$ cat config.mk
export PLATFORM = sky130hd
export DESIGN_NAME = hex_btn_io_flat
export DESIGN_NICKNAME = d
export VERILOG_FILES = /design/src/rtl/hex_btn_io_pkg.sv /design/src/rtl/hex_btn_io_if.sv /design/src/rtl/hex_btn_io_debounce.sv /design/src/rtl/hex_btn_io.sv /design/src/flat_wrapper.sv
export SDC_FILE = /design/constraint.sdc
export NUM_CORES = 1
export LEC_CHECK = 0
export CAP_MARGIN = 10
export CORE_UTILIZATION = 50
export DETAILED_ROUTE_END_ITERATION = 6
export DONT_BUFFER_PORTS = 1
export PLACE_DENSITY = 0.71
export REMOVE_ABC_BUFFERS = 1
export SYNTH_ARGS = -nofsm -noshare
export SYNTH_HDL_FRONTEND = slang
export SYNTH_HIERARCHICAL = 1
export SYNTH_SLANG_ARGS = --single-unit
export TNS_END_PERCENT = 20
$ cat constraint.sdc
create_clock -name clk -period 4.25 [get_ports clk]
set_input_delay 0.85 -clock clk [delete_from_list [all_inputs] [get_ports clk]]
set_output_delay 0.85 -clock clk [all_outputs]
set_load 0.02 [all_outputs]
$ cat src/rtl/hex_btn_io_pkg.sv
// hex_btn_io_pkg: register map, CTRL layout, DIGIT field positions and the
// seven-segment glyph decoder shared by the hex_btn_io block.
package hex_btn_io_pkg;

  // Word offsets of the register map
  localparam int ADDR_CTRL       = 0;
  localparam int ADDR_BTN_STATE  = 1;
  localparam int ADDR_EDGE_CAP   = 2;
  localparam int ADDR_BLINK_MASK = 3;
  localparam int ADDR_DIGIT_BASE = 4;

  // CTRL bit indices
  localparam int CTRL_DECODE   = 0;
  localparam int CTRL_BLINK_EN = 1;
  localparam int CTRL_IRQ_EN   = 2;
  localparam int CTRL_W        = 3;

  // DIGIT register fields
  localparam int DIGIT_RAW_W  = 7;
  localparam int DIGIT_NIB_W  = 4;
  localparam int DIGIT_BLANK  = 7;
  localparam int DIGIT_W      = 8;
  localparam logic [DIGIT_W-1:0] DIGIT_RESET = 8'h80;

  // Dimmer level register
  localparam int DIM_W = 4;
  localparam logic [DIM_W-1:0] DIM_RESET = 4'hF;

  // CTRL as a packed struct; member order matches the bit indices above
  typedef struct packed {
    logic irq_en;    // bit 2
    logic blink_en;  // bit 1
    logic decode;    // bit 0
  } ctrl_t;

  // Nibble to segment pattern, bit0 = seg a ... bit6 = seg g, 1 = lit
  function automatic logic [DIGIT_RAW_W-1:0] hexdecode(input logic [DIGIT_NIB_W-1:0] nib);
    case (nib)
      4'h0:    hexdecode = 7'h3F;
      4'h1:    hexdecode = 7'h06;
      4'h2:    hexdecode = 7'h5B;
      4'h3:    hexdecode = 7'h4F;
      4'h4:    hexdecode = 7'h66;
      4'h5:    hexdecode = 7'h6D;
      4'h6:    hexdecode = 7'h7D;
      4'h7:    hexdecode = 7'h07;
      4'h8:    hexdecode = 7'h7F;
      4'h9:    hexdecode = 7'h6F;
      4'hA:    hexdecode = 7'h77;
      4'hB:    hexdecode = 7'h7C;
      4'hC:    hexdecode = 7'h39;
      4'hD:    hexdecode = 7'h5E;
      4'hE:    hexdecode = 7'h79;
      default: hexdecode = 7'h71;
    endcase
  endfunction

endpackage

$ cat src/rtl/hex_btn_io_if.sv
// hex_btn_io_if: Avalon-MM slave bus bundle (no waitrequest, fixed
// 1-cycle read latency).
interface hex_btn_io_if #(
  parameter int ADDR_W = 5
) ();
  logic [ADDR_W-1:0] avs_address;
  logic              avs_read;
  logic              avs_write;
  logic [31:0]       avs_writedata;
  logic [31:0]       avs_readdata;

  modport master (
    output avs_address, avs_read, avs_write, avs_writedata,
    input  avs_readdata
  );

  modport slave (
    input  avs_address, avs_read, avs_write, avs_writedata,
    output avs_readdata
  );
endinterface

$ cat src/rtl/hex_btn_io_debounce.sv
// hex_btn_debounce: one push-button path. Two-flop synchroniser, inversion
// to active-high, and a stability counter that accepts a new level after
// DEBOUNCE_CYCLES consecutive cycles of disagreement with the accepted state.
module hex_btn_debounce #(
  parameter int DEBOUNCE_CYCLES = 1000000
) (
  input  logic clk,
  input  logic reset,
  input  logic i_btn_n,
  output logic o_state,
  output logic o_rise
);
  localparam int CNT_W = (DEBOUNCE_CYCLES > 1) ? $clog2(DEBOUNCE_CYCLES) : 1;
  localparam logic [CNT_W-1:0] CNT_LAST = CNT_W'(DEBOUNCE_CYCLES - 1);

  logic             r_sync1;
  logic             r_sync2;
  logic             r_state;
  logic [CNT_W-1:0] r_cnt;
  logic             w_level;
  logic             w_differ;
  logic             w_accept;

  assign w_level  = ~r_sync2;
  assign w_differ = w_level ^ r_state;
  assign w_accept = w_differ && (r_cnt == CNT_LAST);

  // Synchronise the raw button; reset to "released" so no phantom press
  always_ff @(posedge clk) begin
    // NOTE: sequential state uses non-blocking assignments so every flop
    // samples the pre-edge value; blocking here would collapse the 2-FF chain.
    if (reset) begin
      r_sync1 <= 1'b1;
      r_sync2 <= 1'b1;
    end else begin
      r_sync1 <= i_btn_n;
      r_sync2 <= r_sync1;
    end
  end

  // Count cycles of disagreement; any agreement restarts the count
  always_ff @(posedge clk) begin
    if (reset) begin
      r_cnt   <= '0;
      r_state <= 1'b0;
    end else if (!w_differ) begin
      r_cnt   <= '0;
    end else if (w_accept) begin
      r_cnt   <= '0;
      r_state <= w_level;
    end else begin
      r_cnt   <= r_cnt + 1'b1;
    end
  end

  assign o_state = r_state;
  assign o_rise  = w_accept & w_level;

endmodule

$ cat src/rtl/hex_btn_io.sv
// hex_btn_io: Avalon-MM slave driving NUM_HEX active-low seven-segment
// digits (hex decode, blank, blink) and debouncing NUM_BTN active-low
// buttons with press-edge capture and a level IRQ.
// Optional feature: define HEX_BTN_IO_DIMMER_EN to add a DIM register at
// offset 4+NUM_HEX and a 16-step PWM brightness control.
module hex_btn_io
  import hex_btn_io_pkg::*;
#(
  parameter int NUM_HEX         = 6,
  parameter int NUM_BTN         = 4,
  parameter int DEBOUNCE_CYCLES = 1000000,
  parameter int BLINK_DIV       = 12500000,
  parameter int ADDR_W          = 5
) (
  input  logic                 clk,
  input  logic                 reset,
  hex_btn_io_if.slave          avs,
  input  logic [NUM_BTN-1:0]   buttons_n,
  output logic [NUM_HEX*7-1:0] hex_n,
  output logic                 irq
);
  localparam int BLINK_W = $clog2(BLINK_DIV);
  localparam logic [BLINK_W-1:0] BLINK_LAST = BLINK_W'(BLINK_DIV - 1);

  localparam logic [ADDR_W-1:0] A_CTRL  = ADDR_W'(ADDR_CTRL);
  localparam logic [ADDR_W-1:0] A_BTN   = ADDR_W'(ADDR_BTN_STATE);
  localparam logic [ADDR_W-1:0] A_EDGE  = ADDR_W'(ADDR_EDGE_CAP);
  localparam logic [ADDR_W-1:0] A_MASK  = ADDR_W'(ADDR_BLINK_MASK);

  ctrl_t                r_ctrl;
  logic [NUM_HEX-1:0]   r_blink_mask;
  logic [DIGIT_W-1:0]   r_digit [NUM_HEX];
  logic [NUM_BTN-1:0]   r_edge;
  logic                 r_irq;
  logic [31:0]          r_readdata;
  logic [NUM_HEX*7-1:0] r_hex_n;
  logic [BLINK_W-1:0]   r_blink_cnt;
  logic                 r_phase;

  logic [ADDR_W-1:0]    w_addr;
  logic [31:0]          w_wdata;
  logic [31:0]          w_rdata;
  logic [NUM_BTN-1:0]   w_btn_state;
  logic [NUM_BTN-1:0]   w_btn_rise;
  logic [NUM_BTN-1:0]   w_w1c;
  logic [NUM_HEX-1:0]   w_dark;
  logic [NUM_HEX*7-1:0] w_hex_n;
  logic                 w_pwm_off;
  logic                 w_unused;

  assign w_addr   = avs.avs_address;
  assign w_wdata  = avs.avs_writedata;
  // Upper write-data bits have no destination in any register
  assign w_unused = ^w_wdata;

  for (genvar b = 0; b < NUM_BTN; b++) begin : g_btn
    hex_btn_debounce #(
      .DEBOUNCE_CYCLES (DEBOUNCE_CYCLES)
    ) u_debounce (
      .clk     (clk),
      .reset   (reset),
      .i_btn_n (buttons_n[b]),
      .o_state (w_btn_state[b]),
      .o_rise  (w_btn_rise[b])
    );
  end

`ifdef HEX_BTN_IO_DIMMER_EN
  localparam logic [ADDR_W-1:0] A_DIM = ADDR_W'(ADDR_DIGIT_BASE + NUM_HEX);

  logic [DIM_W-1:0] r_dim;
  logic [DIM_W-1:0] r_pwm;

  // DIM level register
  always_ff @(posedge clk) begin
    if (reset)                               r_dim <= DIM_RESET;
    else if (avs.avs_write && w_addr == A_DIM) r_dim <= w_wdata[DIM_W-1:0];
  end

  // Free-running PWM counter
  always_ff @(posedge clk) begin
    if (reset) r_pwm <= '0;
    else       r_pwm <= r_pwm + 1'b1;
  end

  assign w_pwm_off = (r_pwm > r_dim);
`else
  assign w_pwm_off = 1'b0;
`endif

  // Control, blink mask and digit registers
  always_ff @(posedge clk) begin
    if (reset) begin
      r_ctrl       <= '0;
      r_blink_mask <= '0;
      // NOTE: the digit array is a handful of flops with a defined
      // power-up value (blanked), not a RAM, so it is reset explicitly.
      for (int i = 0; i < NUM_HEX; i++) r_digit[i] <= DIGIT_RESET;
    end else if (avs.avs_write) begin
      if (w_addr == A_CTRL) r_ctrl       <= ctrl_t'(w_wdata[CTRL_W-1:0]);
      if (w_addr == A_MASK) r_blink_mask <= w_wdata[NUM_HEX-1:0];
      for (int i = 0; i < NUM_HEX; i++)
        if (w_addr == ADDR_W'(ADDR_DIGIT_BASE + i)) r_digit[i] <= w_wdata[DIGIT_W-1:0];
    end
  end

  assign w_w1c = (avs.avs_write && w_addr == A_EDGE) ? w_wdata[NUM_BTN-1:0] : '0;

  // Edge capture: new presses are ORed in after the clear so a set wins
  always_ff @(posedge clk) begin
    if (reset) r_edge <= '0;
    else       r_edge <= (r_edge & ~w_w1c) | w_btn_rise;
  end

  // Registered level interrupt
  always_ff @(posedge clk) begin
    if (reset) r_irq <= 1'b0;
    else       r_irq <= r_ctrl.irq_en & (|r_edge);
  end

  // Blink prescaler; parked at zero while blinking is disabled
  always_ff @(posedge clk) begin
    if (reset || !r_ctrl.blink_en) begin
      r_blink_cnt <= '0;
      r_phase     <= 1'b0;
    end else if (r_blink_cnt == BLINK_LAST) begin
      r_blink_cnt <= '0;
      r_phase     <= ~r_phase;
    end else begin
      r_blink_cnt <= r_blink_cnt + 1'b1;
    end
  end

  // Segment selection and darkening per digit
  always_comb begin
    // NOTE: defaults first so every path assigns every bit; otherwise the
    // tool infers latches for the unassigned cases.
    w_hex_n = '1;
    w_dark  = '0;
    for (int i = 0; i < NUM_HEX; i++) begin
      w_dark[i] = r_digit[i][DIGIT_BLANK]
                | (r_ctrl.blink_en & r_blink_mask[i] & r_phase)
                | w_pwm_off;
      w_hex_n[7*i +: 7] = w_dark[i] ? 7'h7F
                        : ~(r_ctrl.decode ? hexdecode(r_digit[i][DIGIT_NIB_W-1:0])
                                          : r_digit[i][DIGIT_RAW_W-1:0]);
    end
  end

  // Output register for the segment drive
  always_ff @(posedge clk) begin
    if (reset) r_hex_n <= '1;
    else       r_hex_n <= w_hex_n;
  end

  // Read mux; unmapped offsets and unused bits return zero
  always_comb begin
    w_rdata = '0;
    if (w_addr == A_CTRL) w_rdata[CTRL_W-1:0]  = r_ctrl;
    if (w_addr == A_BTN)  w_rdata[NUM_BTN-1:0] = w_btn_state;
    if (w_addr == A_EDGE) w_rdata[NUM_BTN-1:0] = r_edge;
    if (w_addr == A_MASK) w_rdata[NUM_HEX-1:0] = r_blink_mask;
    for (int i = 0; i < NUM_HEX; i++)
      if (w_addr == ADDR_W'(ADDR_DIGIT_BASE + i)) w_rdata[DIGIT_W-1:0] = r_digit[i];
`ifdef HEX_BTN_IO_DIMMER_EN
    if (w_addr == A_DIM) w_rdata[DIM_W-1:0] = r_dim;
`endif
  end

  // Registered read data, valid the cycle after avs_read
  always_ff @(posedge clk) begin
    if (reset) r_readdata <= '0;
    else       r_readdata <= avs.avs_read ? w_rdata : '0;
  end

  assign avs.avs_readdata = r_readdata;
  assign hex_n            = r_hex_n;
  assign irq              = r_irq;

endmodule
$ cat src/flat_wrapper.sv
// flat-port wrapper written by rule: the top's interface ports become plain ports
module hex_btn_io_flat import hex_btn_io_pkg::*;
#(
  parameter int NUM_HEX         = 6,
  parameter int NUM_BTN         = 4,
  parameter int DEBOUNCE_CYCLES = 1000000,
  parameter int BLINK_DIV       = 12500000,
  parameter int ADDR_W          = 5
)
  (clk, reset, buttons_n, hex_n, irq, avs_avs_address, avs_avs_read, avs_avs_write, avs_avs_writedata, avs_avs_readdata);
  hex_btn_io_if #(.ADDR_W(ADDR_W)) avs_i ();
  input  logic clk;
  input  logic reset;
  input  logic [NUM_BTN-1:0] buttons_n;
  output logic [NUM_HEX*7-1:0] hex_n;
  output logic irq;
  input wire logic [$bits(avs_i.avs_address)-1:0] avs_avs_address;
  input wire logic [$bits(avs_i.avs_read)-1:0] avs_avs_read;
  input wire logic [$bits(avs_i.avs_write)-1:0] avs_avs_write;
  input wire logic [$bits(avs_i.avs_writedata)-1:0] avs_avs_writedata;
  output wire logic [$bits(avs_i.avs_readdata)-1:0] avs_avs_readdata;
  assign avs_i.avs_address = avs_avs_address;
  assign avs_i.avs_read = avs_avs_read;
  assign avs_i.avs_write = avs_avs_write;
  assign avs_i.avs_writedata = avs_avs_writedata;
  assign avs_avs_readdata = avs_i.avs_readdata;
  hex_btn_io #(.NUM_HEX(NUM_HEX), .NUM_BTN(NUM_BTN), .DEBOUNCE_CYCLES(DEBOUNCE_CYCLES), .BLINK_DIV(BLINK_DIV), .ADDR_W(ADDR_W)) u_core (.clk(clk), .reset(reset), .avs(avs_i), .buttons_n(buttons_n), .hex_n(hex_n), .irq(irq));
endmodule
==> load_flow_metrics.sql, run 1 <==
INSERT INTO impl_metrics (metric_group, metric, value, unit) VALUES
('timing', 'share_of_the_clock_period_used_by_the_worst_path', '49.13', '%'),
('timing', 'grt_setup_unrepaired', 'false', ''),
('critical_path', 'crit_path_end', 'u_core/r_blink_cnt[20]', ''),
('timing', 'timing.final.setup_violations', '0', ''),
('critical_path', 'path_class', 'reg -> reg', ''),
('placement', 'buffer_ports.inserted', '0', ''),
('finish', 'synthToLayoutAreaGrowth', '7.160', '%'),
('finish', 'finalNonFillerCells', '1506', ''),
('clocking', 'path_clk_slew', '0.06', 'ns'),
('flow_run', 'cap_viol_max_count', '0', ''),
('critical_path', 'path_delay_family', 'simple AND/OR/NAND/NOR gates', ''),
('timing', 'clock-skew-final', '0.02050', 'ns'),
('critical_path', 'rrSetupSlack', '2.16', 'ns'),
('die', 'die_h', '152.6', 'um'),
('global_route', 'grt_pass1_wl', '40.54', 'mm'),
('synth', 'synth_async_sr_flop_share', '0', '%'),
('clocking', 'cts-resized-gates', '0', ''),
('global_route', 'first_global_vias', '8089', ''),
('critical_path', 'timing.critical_path.from_type', 'flip-flop', ''),
('synth', 'syn-instance-count', '1235', ''),
('timing', 'report.final.slew_viol_count', '0', ''),
('die', 'floorplan.core_area', '22030', 'um2'),
('critical_path', 'setup.worst_path.end_class', 'flip-flop', ''),
('finish', 'most-common-layout-cells', '180 x sky130_fd_sc_hd__dfxtp_1, 119 x sky130_fd_sc_hd__nor2_1, 102 x sky130_fd_sc_hd__nand2_1, 66 x sky130_fd_sc_hd__a21oi_1, 55 x sky130_fd_sc_hd__o21ai_0', ''),
('critical_path', 'critical_path.reg2reg.endpoint', 'u_core/r_blink_cnt[20]', ''),
('timing', 'hold_viol_final', '0', ''),
('critical_path', 'cp_max_fo', '24', ''),
('clocking', 'post_cts.repair.setup_buffers', '0', ''),
('detailed_routing', 'drt_drc_violations_left', '14', ''),
('detailed_routing', 'post_drt_via_cell_ratio', '5.794', ''),
('synth', 'post_synthesis_instance_area', '11340', 'um2'),
('run_status', 'result_of_the_run', 'finished with violations', ''),
('placement', 'dp_wirelength', '16.82', 'mm'),
('global_route', 'grt_start_max_net_pins', '47', ''),
('timing', 'tightest_slew', '1.018', 'ns'),
('clocking', 'clock_tree_from_tritoncts', 'built', ''),
('power', 'post-layout-total-power', '4.709', 'mW'),
('detailed_routing', 'ant_nets', '0', ''),
('global_route', 'grt-ovfl-total', '0', ''),
('timing', 'max_slew_margin', '31.74', '%'),
('detailed_routing', 'drt_first_iter_violations', '626', ''),
('finish', 'design_area', '12150', 'um2'),
('timing', 'totalNegativeSetupSlack', '0', 'ns'),
('die', 'pin_count', '120', ''),
('clocking', 'clk_latency', '0.53', 'ns'),
('clocking', 'cts_root_buffer', 'sky130_fd_sc_hd__clkbuf_16', ''),
('detailed_routing', 'wl_per_cell', '16.24', 'um'),
('power', 'p_per_area', '387.5', 'nW/um2'),
('synth', 'synth.ff_latch_count', '229', ''),
('critical_path', 'critical_path_cell_sequence', 'ha_1 > and4_1 > or4b_4 > nand3b_2 > nor2_1', ''),
('critical_path', 'cp.required', '4.64', 'ns'),
('synth', 'post_synthesis_sequential_area_ratio', '44.66', '%'),
('run_status', 'violations', 'design-rule violations', ''),
('critical_path', 'worstPathBufferInverterCount', '0', ''),
('synth', 'synth-edff-count', '48', ''),
('min_path', 'timing.hold.worst.class', 'in -> reg', ''),
('synth', 'yosys_most_used_dff', 'sky130_fd_sc_hd__dfxtp_1', ''),
('timing', 'fin_worst_hold_slack', '0.4073', 'ns'),
('finish', 'layout_commonest_cell', 'sky130_fd_sc_hd__dfxtp_1', ''),
('placement', 'placed_cells_incl_taps', '1460', ''),
('critical_path', 'regToRegStartpoint', 'u_core/r_blink_cnt[0]', ''),
('timing', 'finalWorstPathRequiredPeriod', '2.088', 'ns'),
('critical_path', 'critical_path_s_largest_stage_delay', '0.52', 'ns'),
('critical_path', 'r2r.worst_path.cells', '5', ''),
('detailed_routing', 'detail_route.wirelength', '24.46', 'mm'),
('finish', 'final_nets', '1288', ''),
('die', 'die_w', '152.6', 'um'),
('global_route', 'antenna_found_initial', '1', ''),
('global_route', 'grt_usage', '20.89', '%'),
('finish', 'drive_gt1_share', '6.612', '%'),
('critical_path', 'crit_path_start', 'u_core/r_blink_cnt[0]', '');
==> routing by layer <==
| metal | up-vias | GRT usage, % | part of all wire (%) |
|---|---|---|---|
| met2 | 266 | 34.16 | 47 |
| met5 | - | 0 | 0 |
| met3 | 64 | 4.295 | 6.8 |
| met4 | 0 | 10.00 | 3.7 |
| li1 | 4290 | - | - |
| met1 | 4106 | 26.36 | 43 |
==> synth_stat cells, types with 24 or more instances <==
cell | count | share of area [%]
sky130_fd_sc_hd__a21oi_1 | 66 | 2.9
sky130_fd_sc_hd__and2_1 | 44 | 2.4
sky130_fd_sc_hd__and3_1 | 24 | 1.3
sky130_fd_sc_hd__buf_4 | 29 | 1.9
sky130_fd_sc_hd__clkbuf_1 | 34 | 1.1
sky130_fd_sc_hd__dfxtp_1 | 181 | 32
sky130_fd_sc_hd__edfxtp_1 | 48 | 13
sky130_fd_sc_hd__ha_1 | 35 | 3.9
sky130_fd_sc_hd__inv_1 | 50 | 1.7
sky130_fd_sc_hd__mux2i_1 | 28 | 2.5
sky130_fd_sc_hd__nand2_1 | 102 | 3.4
sky130_fd_sc_hd__nand3_1 | 50 | 2.2
sky130_fd_sc_hd__nand4_1 | 25 | 1.4
sky130_fd_sc_hd__nor2_1 | 119 | 3.9
sky130_fd_sc_hd__o211ai_1 | 30 | 2.0
sky130_fd_sc_hd__o21ai_0 | 55 | 2.4
sky130_fd_sc_hd__or3_1 | 24 | 1.3
sky130_fd_sc_hd__xnor2_1 | 42 | 3.2
sky130_fd_sc_hd__xor2_1 | 33 | 2.5
==> worst min-delay path by stage <==
| stage | startpoint | endpoint | slack, ns | cells after the start |
|---|---|---|---|---|
| finish | reset | u_core/g_btn[3].u_debounce/o_state | 0.41 | 1 |
| CTS | reset | u_core/g_btn[3].u_debounce/o_state | 0.38 | 1 |
| global placement | u_core/g_btn[3].u_debounce/r_sync1 | u_core/g_btn[3].u_debounce/r_sync2 | 0.40 | 1 |
| global route | reset | u_core/r_blink_mask[0] | 0.39 | 1 |
| floorplan | u_core/g_btn[0].u_debounce/r_sync1 | u_core/g_btn[0].u_debounce/r_sync2 | 0.39 | 1 |
| detailed placement | u_core/g_btn[3].u_debounce/r_sync1 | u_core/g_btn[3].u_debounce/r_sync2 | 0.40 | 1 |
==> where the power goes <==
group	internal, mW	switching, mW
sequential	2.27	0.0809
clock	1.29	0.861
combinational	0.0747	0.127
==> cell type report <==
cell class | count | area (um2)
antenna | 1 | 2.502
clock buffer | 34 | 710.7
clock inverter | 11 | 118.9
fill | 1943 | 9873
inverter | 51 | 191.4
multi-input combinational | 899 | 5705
sequential | 229 | 5066
tap | 280 | 350.3
timing repair buffer | 1 | 7.507
==> kinds of logic after synthesis <==
group                      Yosys count  synth area share, %
xor gates and xnor gates            75                5.792
and+or+nand+nor                    495                23.53
other                                1              0.03307
muxes                               31                2.769
DFF                                229                44.66
buffers and inverters              130                5.792
adders and majority gates           35                3.861
AOI/OAI and AO/OA                  239                13.56
==> worst register-to-register path, stage by stage (launching register included) <==
cell and delay (ns):
sky130_fd_sc_hd__dfxtp_1 0.39, sky130_fd_sc_hd__ha_1 0.22, sky130_fd_sc_hd__and4_1 0.30, sky130_fd_sc_hd__or4b_4 0.52
sky130_fd_sc_hd__nand3b_2 0.41, sky130_fd_sc_hd__nor2_1 0.12
==> state kept, by name (all words and copies together) (netlist names), 6 cells and up <==
signal	cells
u_core/hex_n	42
u_core/r_blink_cnt	24
u_core/r_blink_mask	6
u_core/r_digit	48
u_core/g_btn.u_debounce/r_cnt	80
u_core/avs.avs_readdata	8
==> per-stage QoR <==
| step | setup slack [ns] | util (%) |
|---|---|---|
| 3_5_place_dp | 1.730 | 51.40 |
| 4_1_cts | 2.139 | 55.16 |
| 2_1_floorplan | 1.876 | - |
| 6_report | 2.162 | 55.18 |
| 5_1_grt | 1.926 | 55.18 |
| 3_3_place_gp | 1.759 | 51.40 |
No activity file was read; power rests on OpenSTA's default activity.
==> inputs of run 2 (changes only) <==
--- a/config.mk
+++ b/config.mk
@@ -9,7 +9,7 @@
 export CORE_UTILIZATION = 50
 export DETAILED_ROUTE_END_ITERATION = 6
 export DONT_BUFFER_PORTS = 1
-export PLACE_DENSITY = 0.71
+export PLACE_DENSITY = 0.74
 export REMOVE_ABC_BUFFERS = 1
 export SYNTH_ARGS = -nofsm -noshare
 export SYNTH_HDL_FRONTEND = slang
==> constraint.sdc (replaced) <==
create_clock -name clk -period 1.72 [get_ports clk]
set_input_delay 0.344 -clock clk [delete_from_list [all_inputs] [get_ports clk]]
set_output_delay 0.344 -clock clk [all_outputs]
set_load 0.02 [all_outputs]
==> run 2 against run 1 <==
Compared with the run above: the run ends with design-rule violations, negative hold slack, negative setup slack left; register-to-register slack lost 2.2 ns; maximum frequency grew 16%; routed wire length grew 14%; global-route usage grew 2.3 points; non-clock buffer count grew 161; final cell count grew 11%; combinational power grew to 3.2 times the previous value; largest power group unchanged; highest routed layer unchanged.
==> load_flow_metrics.sql, run 2 (same netlist as run 1, synthesis figures left out) <==
INSERT INTO impl_metrics (metric_group, metric, value, unit) VALUES
('global_route', 'grt_pass1_wl', '44.82', 'mm'),
('timing', 'max_freq', '557.7', 'MHz'),
('global_route', 'antenna_found_initial', '0', ''),
('critical_path', 'path_class', 'reg -> reg', ''),
('power', 'p_per_area', '868.2', 'nW/um2'),
('placement', 'buffer_ports.inserted', '0', ''),
('timing', 'max_slew_margin', '63.77', '%'),
('timing', 'share_of_the_clock_period_used_by_the_worst_path', '104.3', '%'),
('finish', 'fillers', '1740', ''),
('timing', 'totalNegativeSetupSlack', '-1.143', 'ns'),
('detailed_routing', 'post_drt_via_cell_ratio', '5.701', ''),
('run_status', 'violations', 'design-rule violations, negative hold slack, negative setup slack', ''),
('power', 'part_of_the_power_in_combinational_logic', '5.3', '%'),
('timing', 'report.final.slew_viol_count', '0', ''),
('timing', 'timing.final.setup_violations', '24', ''),
('timing', 'grt_setup_unrepaired', 'true', ''),
('clocking', 'path_clk_slew', '0.06', 'ns'),
('detailed_routing', 'wl_per_cell', '16.72', 'um'),
('power', 'power.switching', '2.652', 'mW'),
('timing', 'finalWorstPathRequiredPeriod', '1.793', 'ns'),
('clocking', 'tritoncts_num_sinks', '229', ''),
('critical_path', 'path_delay_family', 'simple AND/OR/NAND/NOR gates', ''),
('power', 'seq_power_share', '48.0', '%'),
('finish', 'multi_input_logic_area', '5928', 'um2'),
('clocking', 'h-tree-depth', '1', ''),
('clocking', 'cts_root_buffer', 'sky130_fd_sc_hd__clkbuf_16', ''),
('finish', 'seq_area', '5090', 'um2'),
('detailed_routing', 'routed-via-count', '9492', ''),
('critical_path', 'cp_max_fo', '12', ''),
('timing', 'fin_worst_hold_slack', '-0.08615', 'ns'),
('critical_path', 'critical_path_s_largest_stage_delay', '0.56', 'ns'),
('die', 'die-area', '23290', 'um2'),
('critical_path', 'timing.critical_path.from_type', 'flip-flop', ''),
('detailed_routing', 'drt_pass1_iterations', '7', ''),
('timing', 'setup_slack', '-0.07317', 'ns'),
('placement', 'gpl.final_weighted_congestion', '0.9257', ''),
('global_route', 'first_global_vias', '9121', ''),
('detailed_routing', 'drt_first_iter_violations', '530', ''),
('detailed_routing', 'ant_nets', '0', ''),
('clocking', 'ctsHoldBuffers', '23', ''),
('finish', 'layout_commonest_cell', 'sky130_fd_sc_hd__dfxtp_1', ''),
('global_route', 'grt_usage', '23.20', '%'),
('timing', 'clock-skew-final', '0.02215', 'ns'),
('power', 'static-leakage-power', '5.144', 'nW'),
('power', 'p_int', '9.380', 'mW'),
('critical_path', 'setup.worst_path.end_class', 'flip-flop', ''),
('timing', 'tightest_slew', '0.5434', 'ns'),
('critical_path', 'worstPathBufferInverterCount', '1', ''),
('finish', 'n_diodes', '0', ''),
('die', 'rows', '54', ''),
('finish', 'synthToLayoutAreaGrowth', '22.20', '%'),
('die', 'floorplan.initialDensity', '51.49', '%'),
('detailed_routing', 'detail_route.wirelength', '27.84', 'mm'),
('critical_path', 'critical_path_arrival', '2.19', 'ns'),
('die', 'pin_count', '120', ''),
('clocking', 'cts.path.max_buffers', '3', ''),
('finish', 'largest_register', 'u_core/g_btn.u_debounce/r_cnt', ''),
('flow_run', 'cap_viol_max_count', '0', ''),
('finish', 'most-common-layout-cells', '161 x sky130_fd_sc_hd__dfxtp_1, 127 x sky130_fd_sc_hd__buf_4, 111 x sky130_fd_sc_hd__nor2_1, 99 x sky130_fd_sc_hd__nand2_1, 60 x sky130_fd_sc_hd__a21oi_1', ''),
('die', 'floorplan.core_area', '22030', 'um2'),
('placement', 'dp_wirelength', '18.50', 'mm'),
('clocking', 'numCtsBuffers', '24', ''),
('power', 'switching_share', '22.04', '%'),
('critical_path', 'critical_path_cell_sequence', 'and3_1 > nand2_1 > or4b_4 > nand3b_4 > clkbuf_16 > nor2_1', ''),
('timing', 'hold_viol_final', '9', ''),
('die', 'die_h', '152.6', 'um'),
('run_status', 'result_of_the_run', 'finished with violations', ''),
('power', 'power_frac_clock', '46.7', '%'),
('critical_path', 'cp.required', '2.12', 'ns'),
('critical_path', 'critPathSlowestCell', 'sky130_fd_sc_hd__or4b_4', ''),
('clocking', 'clock_tree_from_tritoncts', 'built', ''),
('global_route', 'grt_start_max_net_pins', '47', ''),
('power', 'vdd.ir_drop.worst', '0.5637', 'mV'),
('finish', 'final_nets', '1447', ''),
('global_route', 'grt-ovfl-total', '0', ''),
('detailed_routing', 'drt_drc_violations_left', '12', ''),
('finish', 'largest_reg_flops', '80', ''),
('min_path', 'timing.hold.worst.class', 'in -> reg', ''),
('finish', 'drive_gt1_share', '20.07', '%'),
('die', 'die_w', '152.6', 'um'),
('clocking', 'clk_latency', '0.52', 'ns');
-- run 2: routing by layer --
metal / track usage, % / wire length, um / vias up
li1: - / - / 4609
met1: 28.06 / 11450 / 4502
met2: 40.56 / 13640 / 298
met3: 4.096 / 1691 / 83
met4: 9.716 / 1061 / 0
met5: 0 / 0 / -
-- run 2: through the flow --
stage                     util (%)  instance area (um2)  cells  power, mW  setup WS, ns
after floorplan                  -                10960   1179      6.271       -0.5510
after global placement       56.21                12380   1588      6.464      -0.03274
after detailed placement     56.21                12380   1588      6.483       -0.1104
after CTS                    61.61                13570   1656      12.11      -0.02958
after global routing         62.92                13860   1665      12.42       -0.1238
final                        62.92                13860   1665      12.03      -0.07317
-- run 2: cell type report --
type	instances	area share [%]
Clock buffer	36	5.246
Inverter	51	1.381
Tap cell	280	2.528
Timing Repair Buffer	162	10.34
Clock inverter	8	1.002
Multi-Input combinational cell	899	42.78
Sequential cell	229	36.73
-- run 2: worst reg2reg max path, cell delays in order, from the launching register on --
cell and delay (ns):
sky130_fd_sc_hd__dfxtp_1 0.39, sky130_fd_sc_hd__and3_1 0.24, sky130_fd_sc_hd__nand2_1 0.11, sky130_fd_sc_hd__or4b_4 0.56, sky130_fd_sc_hd__nand3b_4 0.16, sky130_fd_sc_hd__clkbuf_16 0.18
sky130_fd_sc_hd__nor2_1 0.05
-- run 2: path summary, 6_finish.rpt --
path                                                     startpoint                                  end  slack, ns  depth (start not counted)
worst max-delay path                         u_core/r_blink_cnt[11]               u_core/r_blink_cnt[16]      -0.07                          6
worst min-delay path                                          reset   u_core/g_btn[3].u_debounce/o_state      -0.09                          1
worst max register to register               u_core/r_blink_cnt[11]               u_core/r_blink_cnt[16]      -0.07                          6
worst min register to register  u_core/g_btn[0].u_debounce/r_cnt[0]  u_core/g_btn[0].u_debounce/r_cnt[0]       0.43                          1
-- run 2: timing repair --
action	CTS	global route
buffers inserted	1	7
hold endpoints to repair	32	9
gates resized for setup	20	58
setup endpoints to repair	77	105
gates cloned	1	2
pin swaps	15	36
-- run 2: power by group through the flow --
stage	registers [mW]	logic, mW	clock network, mW
floorplan	5.87	0.398	0
global placement	5.89	0.575	0
detailed placement	5.89	0.591	0
CTS	5.78	0.627	5.70
global route	5.79	0.704	5.92
finish	5.78	0.637	5.62
==> inputs of run 3 (changes only) <==
--- a/config.mk
+++ b/config.mk
@@ -5,6 +5,7 @@
 export SDC_FILE = /design/constraint.sdc
 export NUM_CORES = 1
 export LEC_CHECK = 0
+export ABC_AREA = 1
 export CAP_MARGIN = 10
 export CORE_UTILIZATION = 50
 export DETAILED_ROUTE_END_ITERATION = 6
==> run 3 against run 2 <==
Compared with the run above: the run now ends clean; largest power group unchanged; count of clock-buffer cells in the layout grew 4; first-iteration DRC count grew 64%; critical path type is now in -> reg; synthesized cell count grew 30%; area after synthesis up 6.1%; final area shrank 4.0%; highest routed layer is now met5; global-route usage is 0.61 points lower; die area up 6.0%; via count up 7.9%; clock power decreased by 8.0%; routed wire length fell by 1.9%.
==> load_flow_metrics.sql, run 3 <==
INSERT INTO impl_metrics (metric_group, metric, value, unit) VALUES
('synth', 'yosys-top-cells-count', '288 x sky130_fd_sc_hd__nand2_1, 280 x sky130_fd_sc_hd__nor2_1, 186 x sky130_fd_sc_hd__inv_1, 181 x sky130_fd_sc_hd__dfxtp_1, 100 x sky130_fd_sc_hd__a21oi_1', ''),
('synth', 'post_synthesis_sequential_area_ratio', '42.11', '%'),
('die', 'floorplan.core_area', '23540', 'um2'),
('critical_path', 'cp_max_fo', '17', ''),
('power', 'p_per_area', '869.5', 'nW/um2'),
('critical_path', 'cp.required', '1.98', 'ns'),
('global_route', 'grt_start_max_net_pins', '38', ''),
('detailed_routing', 'drt_pass1_iterations', '6', ''),
('critical_path', 'critical_path_arrival', '1.83', 'ns'),
('global_route', 'groute.layer.met2.usage', '37.80', '%'),
('timing', 'hold_viol_final', '0', ''),
('critical_path', 'crit_path_end', 'u_core/r_digit[3][3]', ''),
('die', 'die-area', '24680', 'um2'),
('synth', 'post_synth_num_cell_types', '44', ''),
('synth', 'synth.ff_latch_count', '229', ''),
('synth', 'syn_avg_cell_area', '7.471', 'um2'),
('timing', 'clock-skew-final', '0.02040', 'ns'),
('detailed_routing', 'routed-via-count', '10240', ''),
('finish', 'largest_register', 'u_core/g_btn.u_debounce/r_cnt', ''),
('critical_path', 'critical_path.reg2reg.endpoint', 'u_core/r_blink_cnt[8]', ''),
('timing', 'grt_setup_unrepaired', 'false', ''),
('clocking', 'cts.path.max_buffers', '3', ''),
('power', 'vdd.ir_drop.worst', '0.7179', 'mV'),
('finish', 'final_nets', '1721', ''),
('critical_path', 'timing.critical_path.from_type', 'input port', ''),
('timing', 'totalNegativeSetupSlack', '0', 'ns'),
('finish', 'synthToLayoutAreaGrowth', '10.61', '%'),
('synth', 'yosysMostFrequentCell', 'sky130_fd_sc_hd__nand2_1', ''),
('finish', 'drive_gt1_share', '10.18', '%'),
('placement', 'buffer_ports.inserted', '0', ''),
('placement', 'dpl-instance-area', '12440', 'um2'),
('timing', 'timing.final.setup_violations', '0', ''),
('die', 'floorplan.initialDensity', '51.09', '%'),
('critical_path', 'regToRegStartpoint', 'u_core/r_blink_cnt[1]', ''),
('synth', 'post_synthesis_instance_area', '12030', 'um2'),
('detailed_routing', 'ant_nets', '0', ''),
('synth', 'synth_async_sr_flop_share', '0', '%'),
('global_route', 'grt-ovfl-total', '0', ''),
('finish', 'fillers', '2227', ''),
('global_route', 'first_global_vias', '9515', ''),
('clocking', 'tritoncts_num_sinks', '229', ''),
('synth', 'synth-edff-count', '48', ''),
('synth', 'yosys_most_used_dff', 'sky130_fd_sc_hd__dfxtp_1', ''),
('critical_path', 'path_class', 'in -> reg', ''),
('timing', 'report.final.slew_viol_count', '0', ''),
('clocking', 'clock_tree_from_tritoncts', 'built', ''),
('detailed_routing', 'drt_first_iter_violations', '870', ''),
('critical_path', 'rrSetupSlack', '0.16', 'ns'),
('detailed_routing', 'post_drt_via_cell_ratio', '5.175', ''),
('clocking', 'path_clk_slew', '0.06', 'ns'),
('timing', 'max_freq', '636.2', 'MHz'),
('global_route', 'grt_use_met3', '4.378', '%'),
('synth', 'yosys-top-cells-area', 'sky130_fd_sc_hd__dfxtp_1 30%, sky130_fd_sc_hd__edfxtp_1 12%, sky130_fd_sc_hd__nand2_1 9.0%, sky130_fd_sc_hd__nor2_1 8.7%, sky130_fd_sc_hd__inv_1 5.8%', ''),
('clocking', 'numCtsBuffers', '25', ''),
('flow_run', 'cap_viol_max_count', '0', ''),
('global_route', 'grt_pass1_wl', '45.31', 'mm'),
('detailed_routing', 'drt_drc_violations_left', '0', ''),
('synth', 'yosys_warnings', '6', ''),
('die', 'rows', '56', ''),
('clocking', 'h-tree-depth', '1', ''),
('finish', 'n_diodes', '0', ''),
('timing', 'share_of_the_clock_period_used_by_the_worst_path', '91.39', '%'),
('die', 'die_w', '157.1', 'um'),
('global_route', 'grt_usage', '22.59', '%'),
('synth', 'synthDominantAreaCellType', 'sky130_fd_sc_hd__dfxtp_1', ''),
('global_route', 'met1_usage', '29.31', '%'),
('timing', 'finalWorstPathRequiredPeriod', '1.572', 'ns'),
('critical_path', 'setup.worst_path.end_class', 'flip-flop', ''),
('synth', 'synth_largest_type_area_fraction', '30.12', '%'),
('finish', 'layout_commonest_cell', 'sky130_fd_sc_hd__nand2_1', ''),
('detailed_routing', 'wl_per_cell', '13.81', 'um'),
('power', 'post-layout-total-power', '11.57', 'mW'),
('timing', 'tightest_slew', '0.7998', 'ns'),
('finish', 'most-common-layout-cells', '288 x sky130_fd_sc_hd__nand2_1, 278 x sky130_fd_sc_hd__nor2_1, 183 x sky130_fd_sc_hd__inv_1, 179 x sky130_fd_sc_hd__dfxtp_1, 100 x sky130_fd_sc_hd__a21oi_1', ''),
('finish', 'final_core_utilization', '56.52', '%'),
('placement', 'gpl.final_weighted_congestion', '0.9266', ''),
('min_path', 'timing.hold.worst.class', 'in -> reg', ''),
('die', 'pin_count', '120', ''),
('detailed_routing', 'detail_route.wirelength', '27.32', 'mm'),
('placement', 'dp_wirelength', '19.93', 'mm'),
('clocking', 'cts_root_buffer', 'sky130_fd_sc_hd__clkbuf_16', ''),
('critical_path', 'r2r.worst_path.cells', '9', ''),
('die', 'die_h', '157.1', 'um'),
('power', 'static-leakage-power', '4.977', 'nW'),
('run_status', 'result_of_the_run', 'complete, no violations', ''),
('global_route', 'antenna_found_initial', '1', ''),
('global_route', 'most_used_routing_layer_in_global_routing', 'met2', ''),
('finish', 'design_area', '13310', 'um2'),
('clocking', 'clk_latency', '0.53', 'ns'),
('critical_path', 'crit_path_start', 'reset', ''),
('timing', 'max_slew_margin', '46.50', '%'),
('placement', 'placed_cells_incl_taps', '1928', ''),
('finish', 'finalNonFillerCells', '1979', ''),
('synth', 'syn-instance-count', '1610', ''),
('finish', 'largest_reg_flops', '80', '');
-- run 3: area by class of cell --
class / count / area [um2] / area share [%]
clock buffer: 40 / 743.2 / 5.586
multi-input combinational: 1152 / 5951 / 44.72
inverter: 190 / 713.2 / 5.360
clock inverter: 6 / 58.81 / 0.4420
timing repair buffer: 43 / 372.9 / 2.802
tap: 319 / 399.1 / 3.000
sequential: 229 / 5067 / 38.09
-- run 3: how the worst min path moves through the flow --
stage	start	endpoint	cells after the start
after global placement	u_core/g_btn[3].u_debounce/r_sync1	u_core/g_btn[3].u_debounce/r_sync2	1
after floorplan	u_core/g_btn[0].u_debounce/r_sync1	u_core/g_btn[0].u_debounce/r_sync2	1
after CTS	reset	u_core/r_digit[0][7]	2
final	reset	u_core/r_phase	3
after global routing	avs_avs_writedata[2]	u_core/r_ctrl[2]	2
after detailed placement	u_core/g_btn[3].u_debounce/r_sync1	u_core/g_btn[3].u_debounce/r_sync2	1
-- run 3: critical path, stage by stage --
cell,delay (ns)
sky130_fd_sc_hd__dlygate4sd3_1,1.06
sky130_fd_sc_hd__nor3_1,0.15
sky130_fd_sc_hd__inv_1,0.21
sky130_fd_sc_hd__nor2_1,0.07
-- run 3: cells by family (layout without fill, tap and decap cells) --
kind of cell	count (synthesis)	count (layout)	synth area share, %
buffers and inverters	252	279	9.268
DFF	229	229	42.11
xor gates and xnor gates	49	49	3.568
AOI/OAI and AO/OA	229	229	10.59
other	1	24	0.03117
adders and majority gates	35	35	3.641
and+or+nand+nor	815	815	30.80
-- run 3: power breakdown --
part / switching, mW / internal (mW)
sequential: 0.172 / 5.61
combinational: 0.420 / 0.195
clock: 2.07 / 3.10
total: 2.66 / 8.91
-- run 3: layer usage --
layer	vias up	part of all wire, %
li1	5239	-
met1	4649	45
met2	281	46
met3	70	6.6
met4	2	2.8
met5	-	0.048
-- run 3: per-stage QoR --
step           hold slack [ns]  setup slack (ns)
3_5_place_dp            0.4004           0.09581
3_3_place_gp            0.3944            0.1645
6_report               0.01268            0.1480
5_1_grt                0.01672           0.01410
2_1_floorplan           0.3895           -0.6346
4_1_cts               0.002248           0.07389
-- run 3: timing repair --
action,CTS,global route
buffers inserted,0,0
endpoints found under the setup margin,0,28
hold buffers,5,0
endpoints found under the hold margin,17,0
gates resized for setup,0,8
